## src/rtl/arm_pkg.sv

```systemverilog
// arm_pkg: shared ALU command codes, NZCV bit indices and reset default.
//   Exports CMD_* (4-bit ALU commands), FLAG_N/Z/C/V bit positions,
//   RESET_FLAGS_DEFAULT, and is_arith/is_logical command classifiers.
package arm_pkg;
   localparam logic [3:0] CMD_MOV = 4'b0001;
   localparam logic [3:0] CMD_MVN = 4'b1001;
   localparam logic [3:0] CMD_ADD = 4'b0010;
   localparam logic [3:0] CMD_ADC = 4'b0011;
   localparam logic [3:0] CMD_SUB = 4'b0100;
   localparam logic [3:0] CMD_SBC = 4'b0101;
   localparam logic [3:0] CMD_AND = 4'b0110;
   localparam logic [3:0] CMD_ORR = 4'b0111;
   localparam logic [3:0] CMD_EOR = 4'b1000;
   localparam int FLAG_N = 3;
   localparam int FLAG_Z = 2;
   localparam int FLAG_C = 1;
   localparam int FLAG_V = 0;
   localparam logic [3:0] RESET_FLAGS_DEFAULT = 4'b0000;

   function automatic logic is_arith(input logic [3:0] cmd);
      return cmd == CMD_ADD || cmd == CMD_ADC || cmd == CMD_SUB || cmd == CMD_SBC;
   endfunction

   function automatic logic is_logical(input logic [3:0] cmd);
      return cmd == CMD_MOV || cmd == CMD_MVN || cmd == CMD_AND ||
             cmd == CMD_ORR || cmd == CMD_EOR;
   endfunction
endpackage

```

## src/rtl/flag_gen.sv

```systemverilog
// flag_gen: combinational NZCV computation from the EX-stage ALU outputs.
//   cmd, result, alu_carry, alu_overflow, shifter_carry in; cur_c/cur_v are
//   the present CPSR C/V, used where the command leaves them untouched.
//   flags out is the candidate NZCV value.
module flag_gen
   import arm_pkg::*;
#(
   parameter int WIDTH = 32
) (
   input  logic [3:0]       cmd,
   input  logic [WIDTH-1:0] result,
   input  logic             alu_carry,
   input  logic             alu_overflow,
   input  logic             shifter_carry,
   input  logic             cur_c,
   input  logic             cur_v,
   output logic [3:0]       flags
);
   always_comb begin
      flags         = '0;
      flags[FLAG_N] = result[WIDTH-1];
      flags[FLAG_Z] = result == '0;
      flags[FLAG_C] = is_arith(cmd) ? alu_carry : is_logical(cmd) ? shifter_carry : cur_c;
      flags[FLAG_V] = is_arith(cmd) ? alu_overflow : cur_v;
   end
endmodule

```

## src/rtl/status_register_unit.sv

```systemverilog
// status_register_unit: CPSR NZCV flags with a one-deep SPSR copy.
//   Inputs: EX-stage ALU outputs qualified by ex_valid/s_en, freeze stall,
//   exc_save/exc_restore exception pulses.
//   Outputs: status_bits (CPSR), spsr_bits (SPSR), status_fwd (next CPSR
//   for ID bypass) and flags_pending (CPSR changes at the next edge).
module status_register_unit
   import arm_pkg::*;
#(
   parameter int         WIDTH       = 32,
   parameter logic [3:0] RESET_FLAGS = RESET_FLAGS_DEFAULT
) (
   input  logic             clk,
   input  logic             rst,
   input  logic             freeze,
   input  logic             ex_valid,
   input  logic             s_en,
   input  logic [3:0]       alu_cmd,
   input  logic [WIDTH-1:0] alu_result,
   input  logic             alu_carry,
   input  logic             alu_overflow,
   input  logic             shifter_carry,
   input  logic             exc_save,
   input  logic             exc_restore,
   output logic [3:0]       status_bits,
   output logic [3:0]       status_fwd,
   output logic             flags_pending,
   output logic [3:0]       spsr_bits
);
   logic [3:0] cpsr, spsr, new_flags;
   logic       upd, restore, save;

   flag_gen #(.WIDTH(WIDTH)) u_flag_gen (
      .cmd          (alu_cmd),
      .result       (alu_result),
      .alu_carry    (alu_carry),
      .alu_overflow (alu_overflow),
      .shifter_carry(shifter_carry),
      .cur_c        (cpsr[FLAG_C]),
      .cur_v        (cpsr[FLAG_V]),
      .flags        (new_flags)
   );

   // Exception return wins over an S-instruction in the same cycle.
   assign upd           = ex_valid & s_en & ~freeze & ~exc_restore;
   assign restore       = exc_restore & ~freeze;
   assign save          = exc_save & ~freeze;
   assign flags_pending = upd | restore;
   assign status_fwd    = restore ? spsr : upd ? new_flags : cpsr;
   assign status_bits   = cpsr;
   assign spsr_bits     = spsr;

   // Save reads the pre-edge CPSR, so save+restore swaps the two copies.
   always_ff @(posedge clk) begin
      if (rst) begin
         cpsr <= RESET_FLAGS;
         spsr <= RESET_FLAGS;
      end else begin
         cpsr <= status_fwd;
         if (save) spsr <= cpsr;
      end
   end
endmodule
```

## config.mk

```make
export PLATFORM = sky130hd
export DESIGN_NAME = status_register_unit
export DESIGN_NICKNAME = d
export VERILOG_FILES = /design/src/rtl/arm_pkg.sv /design/src/rtl/flag_gen.sv /design/src/rtl/status_register_unit.sv
export SDC_FILE = /design/constraint.sdc
export NUM_CORES = 1
export LEC_CHECK = 0
export CAP_MARGIN = 15
export CORE_MARGIN = 2
export CORE_UTILIZATION = 29
export CTS_CLUSTER_DIAMETER = 120
export DETAILED_ROUTE_END_ITERATION = 16
export PLACE_DENSITY_LB_ADDON = 0.12
export SLEW_MARGIN = 20
export SYNTH_ARGS = -nofsm -noshare
export SYNTH_HDL_FRONTEND = slang
export SYNTH_SLANG_ARGS = --single-unit
```

## constraint.sdc

```tcl
create_clock -name clk -period 1.57 [get_ports clk]
set_input_delay 0.157 -clock clk [delete_from_list [all_inputs] [get_ports clk]]
set_output_delay 0.157 -clock clk [all_outputs]
set_load 0.005 [all_outputs]
```

; ---- After elaboration in Yosys (flattened, before gate mapping)
; Cells that the tools add are included.
[classes]
mux = 5
n_eq_ne = 9
n_reduce_logical = 8
bitwise = 8
[op_table]
columns = op, count
row1 = $logic_not A32 Y1, 1
row2 = $eq A4 B3 Y1 const B, 4
row3 = $eq A4 B2 Y1 const B, 2
row4 = $eq A4 B4 Y1 const B, 2
row5 = $mux W4, 2
row6 = $logic_or A1 B1 Y1, 7
row7 = $and A1 B1 Y1, 5
row8 = $eq A4 B1 Y1 const B, 1
row9 = $mux W1, 3
row10 = $not A1 Y1, 2
row11 = $or A1 B1 Y1, 1
[word_totals]
wordCells = 32
output_inout_bits = 13
reg_bits = 8
in_bits = 46

; ---- Logic depth before layout (Yosys ltp)
; Gate-level depths: netlist of run 1.
[depth]
ltp_word = 9
ltp_mapped = 4
ltp_nobuf = 4

; ---- Hierarchy
; From an unflattened synthesis of run 1, not the netlist that was laid out.
[unflattened]
hier_cells = 78
area_unflattened_um2 = 636.9
[modules_own_cells]
columns = module, area_per_inst_um2, instances, cells_per_inst, seq_area_each_um2
row1 = status_register_unit, 451.7, 1, 51, 160.2
row2 = flag_gen, 185.2, 1, 27, 0.0

; ---- Least setup slack after synthesis of run 1
; No wires, ideal clock.
[synth_path]
path_type = reg-to-output
start = reg cpsr[1], in the netlist status_bits[1]
end = out status_fwd[1]
path_stages_with_launch = 5
arrival_ns = 0.983
path_buffers = 0
path_slack_ns = 0.430
required_time_ns = 1.413
path_cell_list = dfxtp_1 > and2_2 > a221oi_2 > nand3_1 > o21a_1
[synth_via]
elab_chain_len = 4
[synth_rtl]
columns = item, line
row1 = from (decl), status_register_unit.sv:29  ; logic [3:0] cpsr, spsr, new_flags;
row2 = from (signal assigned), status_register_unit.sv:58  ; cpsr <= status_fwd;
row3 = $mux W1 (2 in a row), flag_gen.sv:23  ; flags[FLAG_C] = is_arith(cmd) ? alu_carry : is_logical(cmd) ? shifter_carry : cur_c;
row4 = $mux W4 * (2 in a row), status_register_unit.sv:48  ; assign status_fwd = restore ? spsr : upd ? new_flags : cpsr;
row5 = to (decl), status_register_unit.sv:25  ; output logic [3:0] status_fwd,
; Every way passes the cells marked *; elsewhere a longest branch is shown, timed or not.

; ---- Worst setup path in the final report of run 1
; Ends and elaborated chain as after synthesis.

==> impl_metrics.json, run 1 <==
{
  "design_area_um2": 1460,
  "synth_edf_count": 0,
  "drt_iter0_markers": 12,
  "worst_ep_required_time_ps": 1410,
  "final_critical_path_setup_slack_ps": -95.2,
  "cellInternalPower_w": 0.000456,
  "combinationalPowerShare_pct": 38.9,
  "ys_seq_area_share_pct": 26.9,
  "cap_violations": 0,
  "globalRouteOverflowTotal": 0,
  "routed-via-count": 893,
  "floorplan.core_area_um2": 1940,
  "finalHoldWorstSlack_ps": 379,
  "power_leakage_nw": 0.658,
  "fp.dieW_um": 49.3,
  "antenna-diode-count": 0,
  "cts_tree": "built",
  "p_per_area_nw_per_um2": 430,
  "floorplan.die_area_um2": 2430,
  "die_h_um": 49.3,
  "first_global_vias": 904,
  "ioPinCount": 59,
  "grt_pass1_wl_um": 4110,
  "swShare_pct": 27.7,
  "max_freq_mhz": 601,
  "yosys_register_bits": 8,
  "result_of_the_run": "complete, but fails checks",
  "detail_route.first_pass.iterations": 4,
  "clock_path_buffers": 2,
  "drc_errors": 0,
  "cells_after_synthesis": 69,
  "ys_dominant_reg_cell": "sky130_fd_sc_hd__dfxtp_1",
  "level_count_of_the_clock_h_tree": 1,
  "worstPathArrival_ps": 1510,
  "grt_setup_unrepaired": "yes",
  "place.detailed.hpwl_um": 1910,
  "place_area_um2": 1310,
  "worst-path-max-fanout": 4,
  "synth.net_count": 115,
  "root_buffer": "sky130_fd_sc_hd__clkbuf_4",
  "tightestPinTransition_ps": 333,
  "placement_rows": 16,
  "synthesis.area_um2": 594,
  "final_nets": 199,
  "detail_route.vias_per_cell": 5.02,
  "fraction_of_synthesis_flops_using_an_asynchronous_set_or_reset_pin_pct": 0,
  "post_synth_num_cell_types": 35,
  "clk-insertion-delay-late_ps": 270,
  "cts_inserted_buffers": 3,
  "hold_buffers": 0,
  "slew_headroom_pct": 77.7,
  "max-vdd-ir-drop_v": 0.000356,
  "layout-drive-gt1-share_pct": 38.4,
  "area_added_between_synthesis_and_finish_pct": 146,
  "post-route-period-util_pct": 106,
  "ys.warnings.count": 0,
  "number_of_clock_sinks_seen_by_cts": 8,
  "wire_per_inst_um": 14.3,
  "clockPowerShare_pct": 27.7,
  "finalWirelength_um": 2550,
  "average_size_of_a_mapped_cell_um2": 8.61,
  "cpPeakStageDelay_ps": 360,
  "largest_net_degree_at_the_start_of_global_routing": 8,
  "highest_delay_cell_along_the_critical_path": "sky130_fd_sc_hd__dfxtp_4",
  "skew_ps": 0.153,
  "report.final.slew_viol_count": 0,
  "worstSetupPathType": "flip-flop to output port",
  "initial_core_util_pct": 30.6,
  "port_buffers": 58,
  "antenna_left": 0,
  "power.switching_w": 0.000174,
  "reg_power_share_pct": 33.4,
  "violations": "negative setup slack",
  "setup.worst_path.end_class": "output port",
  "finalCriticalPeriod_ps": 1670,
  "hold_path_class": "input pin to flip-flop",
  "worstSetupStartpointType": "flip-flop",
  "clk_transition_reported_paths_ps": 60,
  "final_hold_viol_count": 0,
  "crit_path_cell_trace": "and2_4, a221oi_4, nand3_2, buf_6, o21a_1, buf_2",
  "setup_viol": 2,
  "global_route.usage.total_pct": 22.0,
  "initial_antenna_violation_count": 0,
  "gp_congestion": 0.737
}
## layout make-up
cell class                 instances  area (µm²)
timing repair buffer              82         737
multi-input combinational         57         502
fill                             147         478
sequential                         8         165
tap                               27        33.8
clock buffer                       3        22.5
inverter                           1        3.75
## layer usage
layer,vias up,part of all wire [%],GRT usage (%)
met5,-,0,0
met4,0,0.82,7.14
li1,430,-,-
met1,413,36,24.8
met3,2,8.7,6.44
met2,48,54,39.2
## synthesized netlist by cell type, drive strengths merged, types with 2 or more instances
cell type | count | area share [%]
buf | 2 | 2.5
mux2i | 5 | 8.4
nand3 | 2 | 1.7
nand2 | 3 | 1.9
nor2 | 9 | 5.7
a22o | 2 | 2.9
o21ai | 2 | 1.7
a21oi | 3 | 2.5
nor4 | 8 | 8.4
nor3 | 2 | 2.5
or2b | 2 | 2.7
dfxtp | 8 | 27
and2 | 3 | 3.4
## what timing repair did
item	in CTS	in global routing
resized for setup	49	26
pin swaps	13	13
setup endpoints to repair	5	7
setup buffers	7	3
gates cloned	0	0
## power groups by stage
stage	registers, W	clock network (W)	logic, W
floorplan	0.000216	0	0.0000537
global placement	0.000216	0	0.000226
detailed placement	0.000216	0	0.000231
CTS	0.000212	0.000174	0.000228
global route	0.000211	0.000186	0.000263
finish	0.000211	0.000175	0.000245
## flip-flops by register name, summed over array words and instances (netlist names)
| name | cells |
|---|---|
| spsr_bits | 4 |
| status_bits | 4 |
## metrics by stage
step	utilization, %	instances	setup WS, ps	TNS [ps]	total power (W)
after floorplan	-	69	430	0	0.000270
after global placement	67.5	167	-555	-2680	0.000442
after detailed placement	67.5	167	-605	-3110	0.000447
after CTS	71.2	177	-113	-118	0.000614
after global routing	75.4	178	-144	-317	0.000660
final	75.4	178	-95.2	-154	0.000630
## cell usage in the layout, fill, tap and decap left out, types with 2 or more instances in the layout
master / netlist / routed
sky130_fd_sc_hd__a21oi_1: 3 / 2
sky130_fd_sc_hd__nand2_1: 3 / 3
sky130_fd_sc_hd__and2_1: 2 / 2
sky130_fd_sc_hd__buf_4: 2 / 22
sky130_fd_sc_hd__dfxtp_1: 8 / 6
sky130_fd_sc_hd__clkdlybuf4s15_2: 0 / 2
sky130_fd_sc_hd__clkdlybuf4s15_1: 0 / 5
sky130_fd_sc_hd__dlymetal6s2s_1: 0 / 4
sky130_fd_sc_hd__o21ai_1: 1 / 2
sky130_fd_sc_hd__dlygate4sd2_1: 0 / 11
sky130_fd_sc_hd__buf_2: 0 / 4
sky130_fd_sc_hd__nor4_1: 8 / 3
sky130_fd_sc_hd__clkbuf_2: 0 / 2
sky130_fd_sc_hd__clkdlybuf4s50_1: 0 / 30
sky130_fd_sc_hd__a22o_1: 2 / 2
sky130_fd_sc_hd__mux2i_1: 5 / 4
sky130_fd_sc_hd__clkbuf_4: 0 / 3
sky130_fd_sc_hd__buf_6: 0 / 2
sky130_fd_sc_hd__nor4_2: 0 / 5
sky130_fd_sc_hd__nor2_1: 9 / 8
## kinds of logic after synthesis
family	Yosys count	synth area share (%)
and+or+nand+nor	37	40.4
buffers and inverters	4	3.79
DFF	8	26.9
muxes	5	8.42
xor gates and xnor gates	1	1.47
AOI/OAI and AO/OA	14	18.9
## final timing paths
kind,start,depth (start not counted),endpoint,slack (ps)
max,status_bits[1],6,status_fwd[1],-100
min reg2reg,spsr_bits[3],2,spsr_bits[3],530
min,freeze,4,status_bits[0],380
max reg2reg,status_bits[1],8,status_bits[1],-60
## worst max-delay path: cells and delay by family (launching register included)
kind,cells,cell delay (ps)
flops,1,360
simple gates,2,270
compound gates,2,360
buf+inv,2,250
Power figures use the tool's default switching activity.
==> run 2, diff against run 1 <==
--- a/config.mk
+++ b/config.mk
@@ -5,6 +5,7 @@
 export SDC_FILE = /design/constraint.sdc
 export NUM_CORES = 1
 export LEC_CHECK = 0
+export ABC_AREA = 0
 export CAP_MARGIN = 15
 export CORE_MARGIN = 2
 export CORE_UTILIZATION = 29
==> results of run 2 <==
Same layout as run 1: the final DEF is identical, and so are final timing and power.
